`config.mk`:
```
export PLATFORM = sky130hd
export DESIGN_NAME = register_file
export DESIGN_NICKNAME = d
export VERILOG_FILES = /design/src/rtl/register_file_pkg.sv /design/src/rtl/register_file.sv
export SDC_FILE = /design/constraint.sdc
export NUM_CORES = 1
export LEC_CHECK = 0
export CAP_MARGIN = 20
export CORE_ASPECT_RATIO = 0.7
export CORE_MARGIN = 8
export CORE_UTILIZATION = 40
export DETAILED_ROUTE_END_ITERATION = 10
export HOLD_SLACK_MARGIN = 0.15
export PLACE_DENSITY = 0.7
export SLEW_MARGIN = 5
export SYNTH_ARGS = -nofsm -noshare
export SYNTH_HDL_FRONTEND = slang
export SYNTH_SLANG_ARGS = --single-unit
```
`constraint.sdc`:
```
create_clock -name CLK -period 1.41 [get_ports CLK]
set_input_delay 0.423 -clock CLK [delete_from_list [all_inputs] [get_ports CLK]]
set_output_delay 0.423 -clock CLK [all_outputs]
set_load 0.02 [all_outputs]
```
`src/rtl/register_file_pkg.sv`:
```
// Shared definitions for the register file: default geometry, reset values of the
// configuration registers, and the architectural indices of the exported registers.
package register_file_pkg;

  localparam int REG_WIDTH_DEF  = 8;
  localparam int ADDR_WIDTH_DEF = 4;

  localparam logic [7:0] REG2_RST = 8'h81;
  localparam logic [7:0] REG3_RST = 8'h20;

  typedef enum logic [1:0] {
    ALU_A     = 2'd0,
    ALU_B     = 2'd1,
    UART_CFG  = 2'd2,
    DIV_RATIO = 2'd3
  } reg_idx_e;

  // Reset image of one entry: only the UART and divider configuration are nonzero.
  function automatic logic [7:0] reset_value(input int idx);
    logic [7:0] val_s;
    case (idx)
      int'(UART_CFG):  val_s = REG2_RST;
      int'(DIV_RATIO): val_s = REG3_RST;
      default:         val_s = 8'h00;
    endcase
    return val_s;
  endfunction

endpackage

```
`src/rtl/register_file.sv`:
```
// Single-port register file with registered read data and a one-cycle valid strobe;
// entries 0..3 are also exported continuously to the datapath.
module register_file
  import register_file_pkg::*;
#(
  parameter int REG_WIDTH  = REG_WIDTH_DEF,
  parameter int ADDR_WIDTH = ADDR_WIDTH_DEF
) (
  input  logic                  CLK,
  input  logic                  RST,
  input  logic                  RdEn,
  input  logic                  WrEn,
  input  logic [ADDR_WIDTH-1:0] Address,
  input  logic [REG_WIDTH-1:0]  WrData,
  output logic [REG_WIDTH-1:0]  RdData,
  output logic                  RdData_Valid,
  output logic [REG_WIDTH-1:0]  REG0,
  output logic [REG_WIDTH-1:0]  REG1,
  output logic [REG_WIDTH-1:0]  REG2,
  output logic [REG_WIDTH-1:0]  REG3
);

  localparam int FILE_DEPTH = 2 ** ADDR_WIDTH;

  logic [REG_WIDTH-1:0] mem_r [FILE_DEPTH];
  logic [REG_WIDTH-1:0] rd_data_r;
  logic                 rd_valid_r;
  logic                 wr_req_s;
  logic                 rd_req_s;

  // Simultaneous read and write is illegal and is treated as a no-op.
  assign wr_req_s = WrEn & ~RdEn;
  assign rd_req_s = RdEn & ~WrEn;

  // Storage array: async clear to the reset image, single write port.
  always_ff @(posedge CLK or negedge RST) begin
    if (!RST) begin
      for (int i = 0; i < FILE_DEPTH; i++) begin
        mem_r[i] <= REG_WIDTH'(reset_value(i));
      end
    end else if (wr_req_s) begin
      mem_r[Address] <= WrData;
    end
  end

  // Read port: data holds between reads, valid pulses once per accepted read.
  always_ff @(posedge CLK or negedge RST) begin
    if (!RST) begin
      rd_data_r  <= {REG_WIDTH{1'b0}};
      rd_valid_r <= 1'b0;
    end else if (rd_req_s) begin
      rd_data_r  <= mem_r[Address];
      rd_valid_r <= 1'b1;
    end else begin
      rd_valid_r <= 1'b0;
    end
  end

  assign RdData       = rd_data_r;
  assign RdData_Valid = rd_valid_r;

  assign REG0 = mem_r[ADDR_WIDTH'(ALU_A)];
  assign REG1 = mem_r[ADDR_WIDTH'(ALU_B)];
  assign REG2 = mem_r[ADDR_WIDTH'(UART_CFG)];
  assign REG3 = mem_r[ADDR_WIDTH'(DIV_RATIO)];

endmodule

```
==> reports/qor.csv <==
stage,metric,value,unit
route,WL/cell,22.4,um
sta,Fin. Hold Viols,0,
setup_path,critical-path cell list,buf_6,
flow_run,Max Cap Viol,0,
sta,Setup TNS Final,-406,ps
pwr,Pwr Density,1420,nW/um^2
setup_path,"reg-to-reg slack, setup",-30,ps
yosys,cell taking the most area after synthesis,dfrtp_1,
setup_path,crit path capture,REG2[0],
setup_path,Worst Setup Start Kind,flip-flop,
clock_tree,Sinks on Clock Net,137,
floorplan,Die ar.,20500,sq um
setup_path,"Req. time, crit path",990,ps
yosys,largest family of logic cells by synthesized area,multiplexers,
setup_path,RR Endpoint,RdData[7],
setup_path,Crit. path cell count,1,
yosys,Area contributors post-synth,"dfrtp_1 (52%), mux2_2 (21%), mux4_2 (8.4%)",
min_path,Tightest Hold Check Type,primary input to async pin,
sta,final setup violating endpoints,13,
floorplan,# IOs,57,
clock_tree,CTS Buf Count,17,
outcome,failing checks,setup timing,
setup_path,Worst Setup SP,REG2[0],
clock_tree,deepest clock path buffer count,2,
yosys,share of the synthesized area in the top cell type,0.520,
route,final wirelength,17000,um
global_route,wire length of the first global-routing pass,26900,um
yosys,Synth Area in XOR/XNOR,0,
global_route,initial antenna violation count,0,
setup_path,critical path's slowest cell,dfstp_2,
floorplan,Starting Density,0.402,
setup_path,CP top delay family,flip-flops,
route,DR iter-0 viols,260,
sta,fmax,664,MHz
yosys,synthesized cell area,6450,sq um
yosys,net count of the mapped netlist,451,
clock_tree,clk slew on worst S/H paths,60,ps
pwr,Peak VDD IR,0.768,mV
clock_tree,clock root buffer,clkbuf_16,
floorplan,std cell rows,39,
place,DPL Wire Length,10700,um
global_route,global router's overall resource usage,0.170,
yosys,Synth warnings,0,
yosys,fraction of the mapped netlist area in compound gates,0.0310,
route,Detail Route Antenna Nets,0,
place,port buffer count,56,
route,Via-to-Cell Ratio,5.47,
sta,fin crit period,1510,ps
outcome,status,"complete, but fails checks",
setup_path,critical path buffer and inverter count,1,
route,DRC Markers,0,
layout,area growth from synthesis to layout,35.1,%
sta,Clock Skew,10.2,ps
setup_path,Max stage delay on crit path,550,ps
place,Area after DPL,7790,sq um
setup_path,crit-path max FO,2,
yosys,Mapped Cells,435,
yosys,register bit total from synthesis,137,
yosys,post-synth cell types,27,
setup_path,RR Startpoint,REG2[7],
route,vias,4160,
global_route,gr ovfl total,0,
sta,fin crit share,1.07,
setup_path,"Arr. time, crit path",1080,ps
layout,Antenna diodes,0,
yosys,"Seq/Total Area, Yosys",0.532,
layout,Final Cell Area,8720,sq um
global_route,vias in the first global route,4671,
sta,Slew headroom,0.639,
setup_path,R2R depth,5,
layout,nets@finish,558,
clock_tree,TritonCTS clock tree,yes,
pwr,LEAKAGE,4.03,nW
setup_path,crit path capture type,output pin,
sta,slew at the pin closest to its max-slew limit,541,ps
floorplan,Die W,168,um
place,RePlAce Congestion,0.822,
clock_tree,H-tree depth,4,
layout,layout cells sized above 1,0.650,
yosys,Mean Syn Cell Area,14.8,sq um
yosys,Post-Synth Adder-Cell Area,0,
global_route,largest net degree at the start of global routing,38,
sta,max-slew violations,0,
layout,Final Core Density,0.543,
clock_tree,Skew-Pair Late Insertion Delay,420,ps
floorplan,Core Area,16100,sq um
yosys,simple-gate share of the synthesized area,0.0405,
sta,min setup slack post-route,-96.6,ps
setup_path,WS Path Type,flip-flop to output pin,
floorplan,Die H,122,um
yosys,multiplexer share of the synthesized area,0.337,
route,DR pass1 iterations,4,
sta,RSZ-0062 raised after global routing,yes,
[metal layers]
| metal | track usage | share of wire |
|---|---|---|
| met2 | 0.281 | 0.49 |
| met1 | 0.222 | 0.43 |
| met3 | 0.0431 | 0.065 |
| met5 | 0 | 0 |
| met4 | 0.0439 | 0.0092 |
[cell usage after synthesis]
library cell,number
nor2b_1,5
buf_1,2
mux2_4,8
buf_6,3
nor4b_4,1
nand4b_2,1
nand3b_1,1
and2_1,1
nor2_1,10
o221a_2,8
a22oi_1,8
a31oi_1,8
nand2_1,18
dfrtp_1,134
nor2_2,1
mux4_2,24
mux2_2,120
dfstp_2,3
buf_4,34
and4bb_1,2
and3_1,3
buf_2,9
mux2i_1,16
or3_1,1
or3b_1,1
and2b_1,1
clkbuf_1,12
[layout by cell type, fill, tap and decap left out, types with 3 or more instances in the layout]
cell / count
nand2_2: 5
nor2b_1: 3
mux2_4: 32
clkinvlp_4: 3
a22oi_2: 8
buf_4: 61
buf_6: 38
dfrtp_1: 134
nand2_1: 12
buf_16: 3
clkbuf_16: 18
clkdlybuf4s50_1: 8
o221a_2: 7
clkinv_4: 4
mux2_2: 96
dfstp_2: 3
buf_2: 12
mux4_2: 24
nor2_1: 8
a31oi_1: 6
buf_12: 23
mux2i_1: 16
inv_6: 4
[layout make-up]
class,count,area (sq um)
fill,1242,7340
sequential,137,3430
clock buffer,17,425
multi-input combinational,238,2850
tap,205,256
timing repair buffer,148,1610
clock inverter,15,144
[worst min path at each step]
stage / start / endpoint / cells past startpoint
2_1_floorplan: RST / REG0[0] / 0
3_3_place_gp: RST / REG3[4] / 1
3_5_place_dp: RST / REG3[3] / 1
4_1_cts: RST / REG3[3] / 2
5_1_grt: RST / REG3[3] / 2
6_report: RST / REG3[3] / 2
[flip-flops by register name, indices dropped and copies added, names as in the netlist]
signal / cells
REG3: 8
REG1: 8
REG0: 8
mem_r: 96
RdData: 8
RdData_Valid: 1
REG2: 8
[through the flow]
stage	setup slack [ps]	total power (W)	instances	hold WS, ps
floorplan	-200	0.00685	435	127
global placement	-758	0.00779	707	347
detailed placement	-784	0.00791	707	354
CTS	-112	0.0123	749	478
global route	-127	0.0129	760	509
finish	-96.6	0.0124	760	473
[timing repair]
| item | in CTS | in global routing |
|---|---|---|
| pin swaps | 8 | 6 |
| gates cloned | 2 | 1 |
| setup endpoints to repair | 177 | 148 |
| hold endpoints to repair | 28 | 0 |
| hold buffers | 1 | 0 |
| resized for setup | 252 | 35 |
| setup buffers | 7 | 10 |
[logic make-up after synthesis]
logic type	after synthesis
multiplexers	168
buffers and inverters	60
AND/OR/NAND/NOR	46
flip-flops	137
AO/OA/AOI/OAI	24
[report_power, final]
| group | switching [W] | total (W) | internal [W] |
|---|---|---|---|
| registers | 0.000479 | 0.00517 | 0.00470 |
| logic | 0.00118 | 0.00291 | 0.00172 |
| clock network | 0.00185 | 0.00431 | 0.00246 |
Note: power is estimated with default switching activity, not from simulation.
